## src/rtl/i2c_pkg.sv

```systemverilog
// Shared types and constants for the I2C slave address matcher.
package i2c_pkg;

  typedef enum logic [2:0] {
    IDLE     = 3'd0,
    BYTE1    = 3'd1,
    HDR_ACK  = 3'd2,
    BYTE2    = 3'd3,
    MATCHED  = 3'd4,
    NOMATCH  = 3'd5
  } addr_state_t;

  localparam logic [6:0] GEN_CALL_ADDR  = 7'h00;
  localparam logic [4:0] TENBIT_PREFIX  = 5'b11110;
  localparam int         MAX_ADDR_SLOTS = 8;

  // Index of the lowest set bit; 0 when none is set.
  function automatic logic [2:0] lowest_set(input logic [MAX_ADDR_SLOTS-1:0] v);
    logic [2:0] idx;
    idx = 3'd0;
    for (int i = MAX_ADDR_SLOTS - 1; i >= 0; i--) begin
      if (v[i]) idx = 3'(i);
    end
    return idx;
  endfunction

endpackage

```

## src/rtl/counter.sv

```systemverilog
// Generic up-counter with synchronous clear (priority) and count enable.
module counter #(
  parameter int WIDTH = 4
) (
  input  logic             clk,
  input  logic             rst_n,
  input  logic             clr,
  input  logic             en,
  output logic [WIDTH-1:0] count
);

  logic [WIDTH-1:0] count_r;

  // Count register: clear wins over enable.
  always_ff @(posedge clk or negedge rst_n) begin
    if (!rst_n) begin
      count_r <= {WIDTH{1'b0}};
    end else if (clr) begin
      count_r <= {WIDTH{1'b0}};
    end else if (en) begin
      count_r <= count_r + {{(WIDTH-1){1'b0}}, 1'b1};
    end
  end

  assign count = count_r;

endmodule

```

## src/rtl/i2c_addr_match.sv

```systemverilog
// Multi-slot I2C slave address matcher: 7-bit, 10-bit (write and repeated-start
// read headers) and optional general call, decoded from the serial address phase.
module i2c_addr_match
  import i2c_pkg::*;
#(
  parameter int NUM_ADDR    = 2,
  parameter int GEN_CALL_EN = 1
) (
  input  logic                                              FPGA_clk,
  input  logic                                              rst,
  input  logic                                              SCL,
  input  logic                                              SCL_prev,
  input  logic                                              SDA,
  input  logic                                              enable,
  input  logic [NUM_ADDR*10-1:0]                            addr_table,
  input  logic [NUM_ADDR-1:0]                               addr_is10,
  output logic                                              hdr_ack,
  output logic                                              done,
  output logic                                              selected,
  output logic                                              rw,
  output logic                                              gen_call,
  output logic                                              is_10bit,
  output logic [((NUM_ADDR > 1) ? $clog2(NUM_ADDR) : 1)-1:0] match_idx
);

  localparam int IDX_W    = (NUM_ADDR > 1) ? $clog2(NUM_ADDR) : 1;
  localparam int NSLOT_P2 = 1 << IDX_W;

  addr_state_t      state_r;
  logic [6:0]       shift_r;
  logic [1:0]       hdr_hi_r;
  logic             last10_valid_r;
  logic [IDX_W-1:0] last_idx_r;
  logic             done_r;
  logic             hdr_ack_r;
  logic             selected_r;
  logic             rw_r;
  logic             gen_call_r;
  logic             is_10bit_r;
  logic [IDX_W-1:0] match_idx_r;

  logic             rise_s;
  logic [7:0]       byte_s;
  logic [3:0]       cnt_s;
  logic             cnt_clr_s;
  logic             cnt_en_s;
  logic             last_bit_s;
  logic [NUM_ADDR-1:0] hit7_s;
  logic [NUM_ADDR-1:0] hdr_hit_s;
  logic [NUM_ADDR-1:0] hit10_s;
  logic [1:0]       slot_hi_s [NSLOT_P2];
  logic [IDX_W-1:0] idx7_s;
  logic [IDX_W-1:0] idx10_s;
  logic             gc_s;
  logic             pfx_s;
  logic             reserved_s;
  logic             rd_hit_s;

  assign rise_s     = SCL & ~SCL_prev;
  // Byte as it will look once the current bit is shifted in.
  assign byte_s     = {shift_r, SDA};
  assign last_bit_s = rise_s && (cnt_s == 4'd7);

  counter #(.WIDTH(4)) u_bit_cnt (
    .clk   (FPGA_clk),
    .rst_n (rst),
    .clr   (cnt_clr_s),
    .en    (cnt_en_s),
    .count (cnt_s)
  );

  // Slot table padded to a power of two so the stored index never overruns.
  for (genvar k = 0; k < NSLOT_P2; k++) begin : g_slot
    if (k < NUM_ADDR) begin : g_real
      assign hit7_s[k]    = !addr_is10[k] && (addr_table[10*k +: 7] == byte_s[7:1]);
      assign hdr_hit_s[k] = addr_is10[k] && (addr_table[10*k+8 +: 2] == byte_s[2:1]);
      assign hit10_s[k]   = addr_is10[k] && (addr_table[10*k +: 10] == {hdr_hi_r, byte_s});
      assign slot_hi_s[k] = addr_table[10*k+8 +: 2];
    end else begin : g_pad
      assign slot_hi_s[k] = 2'b00;
    end
  end

  assign idx7_s     = IDX_W'(lowest_set(MAX_ADDR_SLOTS'(hit7_s)));
  assign idx10_s    = IDX_W'(lowest_set(MAX_ADDR_SLOTS'(hit10_s)));
  assign gc_s       = (GEN_CALL_EN != 0) && (byte_s[7:1] == GEN_CALL_ADDR) && !byte_s[0];
  assign pfx_s      = (byte_s[7:3] == TENBIT_PREFIX);
  assign reserved_s = (byte_s[7:4] == 4'b0000) || (byte_s[7:4] == 4'b1111);
  assign rd_hit_s   = pfx_s && byte_s[0] && last10_valid_r &&
                      (slot_hi_s[last_idx_r] == byte_s[2:1]);

  // Bit counter control: counts rises inside a byte, clears on every state entry.
  always_comb begin
    cnt_clr_s = 1'b1;
    cnt_en_s  = 1'b0;
    if (!enable) begin
      cnt_clr_s = 1'b1;
      cnt_en_s  = 1'b0;
    end else begin
      case (state_r)
        BYTE1, BYTE2: begin
          cnt_en_s  = rise_s;
          cnt_clr_s = last_bit_s;
        end
        HDR_ACK: begin
          cnt_en_s  = 1'b0;
          cnt_clr_s = rise_s;
        end
        default: begin
          cnt_en_s  = 1'b0;
          cnt_clr_s = 1'b1;
        end
      endcase
    end
  end

  // Address-phase FSM with registered result outputs.
  always_ff @(posedge FPGA_clk or negedge rst) begin
    if (!rst) begin
      state_r        <= IDLE;
      shift_r        <= 7'd0;
      hdr_hi_r       <= 2'b00;
      last10_valid_r <= 1'b0;
      last_idx_r     <= {IDX_W{1'b0}};
      done_r         <= 1'b0;
      hdr_ack_r      <= 1'b0;
      selected_r     <= 1'b0;
      rw_r           <= 1'b0;
      gen_call_r     <= 1'b0;
      is_10bit_r     <= 1'b0;
      match_idx_r    <= {IDX_W{1'b0}};
    end else begin
      done_r    <= 1'b0;
      hdr_ack_r <= 1'b0;
      if (!enable) begin
        // Abort or normal end of frame; a late final bit never produces done.
        state_r     <= IDLE;
        shift_r     <= 7'd0;
        selected_r  <= 1'b0;
        rw_r        <= 1'b0;
        gen_call_r  <= 1'b0;
        is_10bit_r  <= 1'b0;
        match_idx_r <= {IDX_W{1'b0}};
      end else begin
        case (state_r)
          IDLE: begin
            state_r <= BYTE1;
            shift_r <= 7'd0;
          end
          BYTE1: begin
            if (rise_s) shift_r <= byte_s[6:0];
            if (last_bit_s) begin
              hdr_hi_r <= byte_s[2:1];
              if (gc_s) begin
                state_r     <= MATCHED;
                done_r      <= 1'b1;
                selected_r  <= 1'b1;
                gen_call_r  <= 1'b1;
                match_idx_r <= {IDX_W{1'b0}};
              end else if (pfx_s && !byte_s[0] && (|hdr_hit_s)) begin
                state_r   <= HDR_ACK;
                hdr_ack_r <= 1'b1;
              end else if (rd_hit_s) begin
                state_r     <= MATCHED;
                done_r      <= 1'b1;
                selected_r  <= 1'b1;
                rw_r        <= 1'b1;
                is_10bit_r  <= 1'b1;
                match_idx_r <= last_idx_r;
              end else if (!reserved_s && (|hit7_s)) begin
                state_r        <= MATCHED;
                done_r         <= 1'b1;
                selected_r     <= 1'b1;
                rw_r           <= byte_s[0];
                match_idx_r    <= idx7_s;
                last10_valid_r <= 1'b0;
              end else begin
                state_r        <= NOMATCH;
                done_r         <= 1'b1;
                last10_valid_r <= 1'b0;
              end
            end
          end
          HDR_ACK: begin
            if (rise_s) state_r <= BYTE2;
          end
          BYTE2: begin
            if (rise_s) shift_r <= byte_s[6:0];
            if (last_bit_s) begin
              done_r <= 1'b1;
              if (|hit10_s) begin
                state_r        <= MATCHED;
                selected_r     <= 1'b1;
                rw_r           <= 1'b0;
                is_10bit_r     <= 1'b1;
                match_idx_r    <= idx10_s;
                last10_valid_r <= 1'b1;
                last_idx_r     <= idx10_s;
              end else begin
                state_r        <= NOMATCH;
                last10_valid_r <= 1'b0;
              end
            end
          end
          MATCHED, NOMATCH: begin
            state_r <= state_r;
          end
          default: begin
            state_r <= IDLE;
          end
        endcase
      end
    end
  end

  assign hdr_ack   = hdr_ack_r;
  assign done      = done_r;
  assign selected  = selected_r;
  assign rw        = rw_r;
  assign gen_call  = gen_call_r;
  assign is_10bit  = is_10bit_r;
  assign match_idx = match_idx_r;

endmodule

```

## config.mk

```make
export PLATFORM = sky130hd
export DESIGN_NAME = i2c_addr_match
export DESIGN_NICKNAME = d
export VERILOG_FILES = /design/src/rtl/i2c_pkg.sv /design/src/rtl/counter.sv /design/src/rtl/i2c_addr_match.sv
export SDC_FILE = /design/constraint.sdc
export NUM_CORES = 1
export LEC_CHECK = 0
export CAP_MARGIN = 20
export CORE_MARGIN = 2
export CORE_UTILIZATION = 40
export CTS_CLUSTER_SIZE = 28
export DETAILED_ROUTE_END_ITERATION = 10
export SLEW_MARGIN = 0
export SYNTH_ARGS = -nofsm -noshare
export SYNTH_HDL_FRONTEND = slang
export SYNTH_SLANG_ARGS = --single-unit
```

## constraint.sdc

```tcl
create_clock -name FPGA_clk -period 4.85 [get_ports FPGA_clk]
set_input_delay 0.97 -clock FPGA_clk [delete_from_list [all_inputs] [get_ports FPGA_clk]]
set_output_delay 0.97 -clock FPGA_clk [all_outputs]
set_load 0.03 [all_outputs]
```

==> impl_metrics.json <==
{
  "fmax_mhz": 357,
  "portBuffers": 34,
  "fp.dieH_um": 71.5,
  "worstSetupPathType": "in2reg",
  "dp_hpwl_um": 3170,
  "synth_cells": 207,
  "yosysTopAreaCell": "dfrtp_1",
  "grt-ovfl-total": 0,
  "grt_pass1_vias": 1446,
  "pre_cts_ws_ps": 1760,
  "drive_gt1_frac": 0.0601,
  "ys_types": 46,
  "initial_core_util": 0.416,
  "drc": 0,
  "most-common-layout-cells": "clkdlybuf4s50_1 (34), nand2_1 (26), dfrtp_1 (25)",
  "cp_max_fo": 7,
  "cts_setup_buffers": 0,
  "highest_layer": "met4",
  "synth.ff_latch_count": 25,
  "hold_path_class": "reg2reg",
  "synth_warnings": 0,
  "final_nets": 263,
  "crit_chain": "clkdlybuf4s50_1 -> xnor2_1 -> nand4_1 -> nor3_1 -> nor3b_1 -> o21a_1 -> o2bb2a_1 -> o31ai_2",
  "rsz0062_at_grt": "no",
  "htreeDepth": 1,
  "cp_data_arrival_time_ps": 2960,
  "syn_to_final_growth_pct": 19.9,
  "nFillCells": 431,
  "dr_wl_met3_um": 196,
  "finalClockSkew_ps": 2.08,
  "setup_ws_ps": 2050,
  "wl_met2_um": 1820,
  "gp_congestion": 0.855,
  "clkLatencyLatePin_ps": 270,
  "critPathTopFamily": "buffers and inverters",
  "clkSinkCount": 25,
  "die_x_um": 71.5,
  "vias": 1507,
  "avgRoutedWirePerCell_um": 14.6,
  "hold_slack_ps": 496,
  "ant_nets": 0,
  "status": "finished, final reports clean",
  "crit_buf_inv": 1,
  "tightestPinTransition_ps": 686,
  "setup_viol": 0,
  "finish.utilization": 0.499,
  "viasPerCell": 5.29,
  "wirelength_um": 4160,
  "synth_top_area_share": 0.343,
  "cts_buffers": 3,
  "slew_headroom": 0.541,
  "period_needed_ps": 2800,
  "antenna_found_initial": 0,
  "grt_max_degree": 26,
  "slowest_delay_ps": 680,
  "ctsResizeCount": 0,
  "finalSetupTns_ps": 0,
  "final_hold_viol_count": 0,
  "setup.worst_path.end_class": "flop",
  "synthTopCellsByArea": "dfrtp_1 (34%), xnor2_1 (10%), xor2_1 (9.6%), nand2_1 (5.3%), nor2_1 (3.3%)",
  "max-cap-violations": 0,
  "firstDrtPassIters": 4,
  "coreArea_sq_mm": 0.00438,
  "power.density_mw_per_mm2": 251,
  "clk_path_buf_depth": 2,
  "critPathSlowestCell": "clkdlybuf4s50_1",
  "drtIter0Drc": 82,
  "layout.area.seq_sq_um": 626,
  "io_pins": 35,
  "finalCritPeriodShare": 0.578,
  "root_buffer": "clkbuf_8",
  "placementRows": 24,
  "synth_fp_nets": 236,
  "die_area_sq_mm": 0.00512,
  "grt_usage": 0.176,
  "grt_pass1_wl_um": 7020,
  "yosysSeqAreaShare": 0.343,
  "drt-met1-wl_um": 2090,
  "drv_slew": 0,
  "synth_area_sq_mm": 0.00182,
  "ir_drop_mv": 0.215,
  "multi_input_area_sq_mm": 0.00108,
  "avgSynthCellArea_sq_um": 8.81,
  "cts_tree": "yes",
  "p_leak_uw": 0.000853,
  "hold_buffers": 0,
  "start_kind": "input pin",
  "clk_pin_slew_worst_paths_ps": 80,
  "cp_data_required_time_ps": 5000,
  "final_common_cell": "clkdlybuf4s50_1",
  "diodes": 0
}
kinds of logic after synthesis:
| kind of cell | share of synthesized area |
|---|---|
| and+or+nand+nor | 0.241 |
| xor gates and xnor gates | 0.197 |
| AOI/OAI and AO/OA | 0.126 |
| DFF | 0.343 |
| buffers and inverters | 0.0624 |
| muxes | 0.0233 |
| adders and majority gates | 0.00686 |
cell usage after synthesis (all sizes together):
cell type,count
or4,1
o211ai,2
nor2b,2
a31oi,1
a32o,1
nand2b,2
dfrtp,25
o2bb2ai,1
o21a,3
mux2i,2
a211o,1
o41ai,1
nand3,5
inv,5
o22ai,1
o21ai,9
xor2,20
nand3b,2
o2111ai,1
clkbuf,3
o31ai,2
nor3,12
a211oi,2
mux2,2
nand2,26
and4b,1
and2,2
nand4,7
o2bb2a,1
buf,10
ha,1
xnor2,21
nor4,6
nor3b,4
nor2,16
a21oi,6
routing by layer:
metal,GRT usage,vias to the layer above
li1,-,773
met1,0.266,694
met2,0.260,36
met3,0.0225,4
met4,0.0566,0
met5,0,-
layout make-up:
type | count | area share
Clock buffer | 4 | 0.0206
Inverter | 5 | 0.00858
Multi-Input combinational cell | 164 | 0.496
Sequential cell | 25 | 0.286
Tap cell | 52 | 0.0297
Timing Repair Buffer | 35 | 0.159
worst reg2reg max path: cells and delay by family (launching register included):
kind            cells  cell delay (ps)
simple gates        3              780
xor+xnor            1              250
flops               1              550
compound gates      3              410
power by group:
part           switching (uW)  leakage, uW  internal (uW)  total [uW]
Clock                    65.9    0.0000228           58.8         125
Combinational            96.5     0.000486           79.9         176
Sequential               26.4     0.000344            222         248
Total                     189     0.000853            361         549
state kept, by name, summed over array words and instances, names as in the netlist:
signal and flops:
last_idx_r 1, match_idx 1, is_10bit 1, last10_valid_r 1, shift_r 7, hdr_ack 1, selected 1, rw 1
gen_call 1, u_bit_cnt.count 4, state_r 3, hdr_hi_r 2, done 1
per-stage QoR:
step | cell area [sq um] | std cells | total power (uW)
5_1_grt | 2190 | 285 | 588
3_5_place_dp | 2140 | 281 | 430
2_1_floorplan | 1820 | 207 | 371
6_report | 2190 | 285 | 549
3_3_place_gp | 2140 | 281 | 430
4_1_cts | 2190 | 285 | 558
path summary, 6_finish.rpt:
path	slack [ps]	end	cells after the start	from
worst max-delay path	2050	match_idx	8	SDA
worst min-delay path	500	selected	1	selected
worst max register to register	2740	match_idx	7	shift_r[1]
worst min register to register	500	selected	1	selected
max in group asynchronous	3540	state_r[2]	2	rst
min in group asynchronous	1050	shift_r[3]	2	rst
Note: power is estimated with default switching activity, not from simulation.
==> edit 1 (same flow settings) <==
Re-encode `addr_state_t` (6 states) as Gray code, 3 bits wide.
--- a/src/rtl/i2c_pkg.sv
+++ b/src/rtl/i2c_pkg.sv
@@ -3,10 +3,10 @@
 
   typedef enum logic [2:0] {
-    IDLE     = 3'd0,
-    BYTE1    = 3'd1,
-    HDR_ACK  = 3'd2,
-    BYTE2    = 3'd3,
-    MATCHED  = 3'd4,
-    NOMATCH  = 3'd5
+    IDLE     = 3'b000,
+    BYTE1    = 3'b001,
+    HDR_ACK  = 3'b011,
+    BYTE2    = 3'b010,
+    MATCHED  = 3'b110,
+    NOMATCH  = 3'b111
   } addr_state_t;
 
Formal check against the unedited RTL: same outputs for any inputs over 10 cycles, from zero or initial values and one cycle with rst low; not proved beyond that.
==> edit 1 against the original RTL <==
Design area is 4.1% higher. Total power down 14%. Highest routed layer unchanged. Wire length is 1.2% higher. Hold slack improved by 0.0061 ns. Area after synthesis is 3.8% higher. Sequential cell count did not move. Setup slack got worse by 0.026 ns.
==> edit 1: results (changes against the original RTL) <==
| Metric | Value |
|---|---|
| Area share of buffers outside the clock network | `15.28% (was 15.90%)` |
| Average routed wire per standard cell | `14.94 µm (was 14.61 µm)` |
| Met1 Routed Length | `2.136 mm (was 2.092 mm)` |
| Relative area of clock buffers and inverters in the final design | `2.144% (was 2.059%)` |
| Number of nets in the synthesized netlist | `231 (was 236)` |
| Number of nets at the end of the flow | `258 (was 263)` |
| Cell types with the largest area share after synthesis | `dfrtp_1 (33%), xnor2_1 (12%), xor2_1 (8.3%) (was dfrtp_1 (34%), xnor2_1 (10%), xor2_1 (9.6%))` |
| Number of signal-net inverters in the final layout | `3 (was 5)` |
| Internal power summed over all cells | `331.9 µW (was 360.7 µW)` |
| Total routing usage reported by global routing | `16.87% (was 17.56%)` |
| Setup slack at placement | `1.711 ns (was 1.757 ns)` |
| Grt met1 use | `25.19% (was 26.57%)` |
| Final HPWL DP | `3.279 mm (was 3.166 mm)` |
| Leakage power of the design | `0.9101 nW (was 0.8527 nW)` |
| Detailed-routed wire length on met3 | `130 µm (was 196 µm)` |
| Commonest cells in the synthesized netlist | `xnor2_1 (26), dfrtp_1 (25), xor2_1 (18) (was nand2_1 (26), dfrtp_1 (25), xnor2_1 (21))` |
| Worst-margin pin slew | `0.6920 ns (was 0.6864 ns)` |
| Largest fanout of any net on the critical path | `17 (was 7)` |
| Share of the yosys chip area belonging to registers | `33.03% (was 34.29%)` |
| Multi-input combinational cell area | `1175 µm² (was 1085 µm²)` |
| Starting DRT DRC Count | `66 (was 82)` |
| Placer Congestion | `0.8180 (was 0.8546)` |
| Worst-case clock skew | `0.005172 ns (was 0.002077 ns)` |
| Standard-cell rows | `25 (was 24)` |
| X dimension of the die | `72.82 µm (was 71.53 µm)` |
| GR met3 Demand/Resource | `2.901% (was 2.250%)` |
| Outcome | `completed (unchanged)` |
| Total met2 wirelength after detailed routing | `1.918 mm (was 1.823 mm)` |
| Data arrival time of the worst path | `3.00 ns (was 2.96 ns)` |
-- edit 1: kinds of logic after synthesis --
logic type / Yosys count / share of synthesized area (%)
AND/OR/NAND/NOR: 79 / 24.17
XOR/XNOR: 44 / 20.34
AO/OA/AOI/OAI: 31 / 13.27
flip-flops: 25 / 33.03
buffers and inverters: 16 / 4.954
multiplexers: 6 / 3.566
adder cells (fa/ha/maj): 1 / 0.6604
-- edit 1: critical path: stages --
cell and delay, ns:
clkdlybuf4s50_1 0.71, nor2b_1 0.31, nand3b_1 0.13, nor2_1 0.06, a221oi_1 0.32, o221ai_2 0.17, mux2_4 0.32
-- edit 1: through the flow --
step                std cells  hold slack, ns
floorplan                 202          0.4501
global placement          278          0.4846
detailed placement        278          0.4922
CTS                       282          0.5131
global route              282          0.5363
finish                    282          0.5018
-- edit 1: worst paths after layout --
check,end,cells after the start,from,slack [ns]
worst max-delay path,rw$_DFFE_PN0P_,7,enable,2.02
worst min-delay path,gen_call$_DFFE_PN0P_,1,gen_call$_DFFE_PN0P_,0.50
worst max register to register,rw$_DFFE_PN0P_,6,shift_r[0]$_DFFE_PN0P_,2.54
worst min register to register,gen_call$_DFFE_PN0P_,1,gen_call$_DFFE_PN0P_,0.50
max in group asynchronous,selected$_DFFE_PN0P_,2,rst,3.57
min in group asynchronous,u_bit_cnt.count[1]$_DFFE_PN0P_,2,rst,1.04
-- edit 1: power groups by stage --
stage,clock network [mW],logic (mW),registers [mW]
after global placement,0,0.121,0.229
after CTS,0.132,0.121,0.225
after floorplan,0,0.0787,0.225
after detailed placement,0,0.121,0.229
final,0.127,0.120,0.225
after global routing,0.139,0.132,0.226
==> edit 2 (same flow settings) <==
Without the edit above. Set the parameter `NUM_ADDR` to 1 (it was 2).
--- a/src/rtl/i2c_addr_match.sv
+++ b/src/rtl/i2c_addr_match.sv
@@ -4,5 +4,5 @@
   import i2c_pkg::*;
 #(
-  parameter int NUM_ADDR    = 2,
+  parameter int NUM_ADDR    = 1,
   parameter int GEN_CALL_EN = 1
 ) (
Ports: changed (resized addr_is10 and addr_table); port bits go from 35 to 24. The function was not compared with the original's and may differ.
==> edit 2 against the original RTL <==
Largest cell class unchanged. Wire length fell by 26%. Sequential cell count down 2. First-iteration DRC count fell by 12%. Fmax up 2.9%. Area after synthesis down 18%. Design area down 19%. Setup slack improved by 0.080 ns.
Power is not compared: it rests on default switching activity, and its combinational part moved more than twofold at a synthesized area within 25%.
==> edit 2: results (changes against the original RTL) <==
| Metric | Value |
|---|---|
| Placed Cells | `211 (was 281)` |
| Count of flip-flops and latches | `23 (was 25)` |
| Worst setup slack for register-to-register paths | `3.00 ns (was 2.74 ns)` |
| Number of signal-net inverters in the final layout | `4 (was 5)` |
| Count of different cell masters after synthesis | `49 (was 46)` |
| Share of cells above drive strength 1 | `11.90% (was 6.009%)` |
| Worst slew slack as a fraction of its limit | `48.97% (was 54.07%)` |
| Total routing usage reported by global routing | `16.59% (was 17.56%)` |
| Area share of buffers outside the clock network | `13.93% (was 15.90%)` |
| Number of non-clock buffers in the layout | `23 (was 35)` |
| Number of nets in the synthesized netlist | `167 (was 236)` |
| Worst-case hold slack | `0.4966 ns (was 0.4957 ns)` |
| Maximum number of pins on one net before global-route repair | `24 (was 26)` |
| Final WL | `3.071 mm (was 4.163 mm)` |
| Multiplexer share of the synthesized area | `2.170% (was 2.332%)` |
| Multi-input gate share of total cell area | `46.94% (was 49.60%)` |
| Grt met1 use | `21.46% (was 26.57%)` |
| Global-route wire length before repair | `5.520 mm (was 7.024 mm)` |
| R2r worst-path depth | `5 (was 7)` |
| Fill cells | `362 (was 431)` |
| Placer Congestion | `0.7769 (was 0.8546)` |
| Met1 Routed Length | `1.447 mm (was 2.092 mm)` |
| Detailed-routed wire length on met3 | `86 µm (was 196 µm)` |
| Capture instance of the worst register-to-register path | `u_bit_cnt.count[3]$_DFFE_PN0P_ (was match_idx$_DFFE_PN0P_)` |
| Relative area of clock buffers and inverters in the final design | `2.533% (was 2.059%)` |
| Avg Cell Area, Syn | `10.06 µm² (was 8.813 µm²)` |
| Start point of the critical path | `enable (was SDA)` |
| Met2 routing resource usage after global routing | `28.44% (was 26.03%)` |
| Number of nets at the end of the flow | `187 (was 263)` |
| Setup slack at placement | `1.850 ns (was 1.757 ns)` |
| GR met3 Demand/Resource | `3.596% (was 2.250%)` |
| Number of vias after detailed routing | `1180 (was 1507)` |
| Via count of the first global-routing pass | `1179 (was 1446)` |
| Outcome | `completed (unchanged)` |
| Share of the yosys chip area belonging to registers | `38.40% (was 34.29%)` |
| Starting DRT DRC Count | `72 (was 82)` |
| Number of multi-input combinational cells in the layout | `114 (was 164)` |
| Adder-cell area share of the yosys netlist | `0.8347% (was 0.6859%)` |
| Worst-case clock skew | `0.0007424 ns (was 0.002077 ns)` |
| Standard-cell rows | `22 (was 24)` |
| Flip-flop and latch share of the layout cell area | `32.37% (was 28.60%)` |
| Final HPWL DP | `2.358 mm (was 3.166 mm)` |
| Vias per Instance | `5.463 (was 5.288)` |
| Fraction of synthesized cell area in xor and xnor cells | `13.27% (was 19.68%)` |
==> edit 2: worst max-delay path by stage <==
stage | end | slack (ns) | cells after the start
after floorplan | selected$_DFFE_PN0P_ | 2.83 | 6
after global placement | u_bit_cnt.count[3]$_DFFE_PN0P_ | 1.97 | 6
after detailed placement | u_bit_cnt.count[3]$_DFFE_PN0P_ | 1.85 | 6
after CTS | u_bit_cnt.count[3]$_DFFE_PN0P_ | 2.12 | 6
after global routing | u_bit_cnt.count[3]$_DFFE_PN0P_ | 1.95 | 6
final | u_bit_cnt.count[3]$_DFFE_PN0P_ | 2.13 | 6
==> edit 2: worst max-delay path, stage by stage <==
cell,delay [ns]
clkdlybuf4s50_1,0.72
nand3b_4,0.15
nor2_1,0.61
nand4_1,0.19
xor2_1,0.18
nor2_1,0.05
==> edit 2: logic make-up (layout without fill, tap and decap cells) <==
kind of cell,after synthesis,in the layout
simple gates,58,58
flops,23,23
xor+xnor,21,21
mux,3,3
other cells,1,1
buf+inv,12,31
fa+ha+maj,1,1
compound gates,30,30
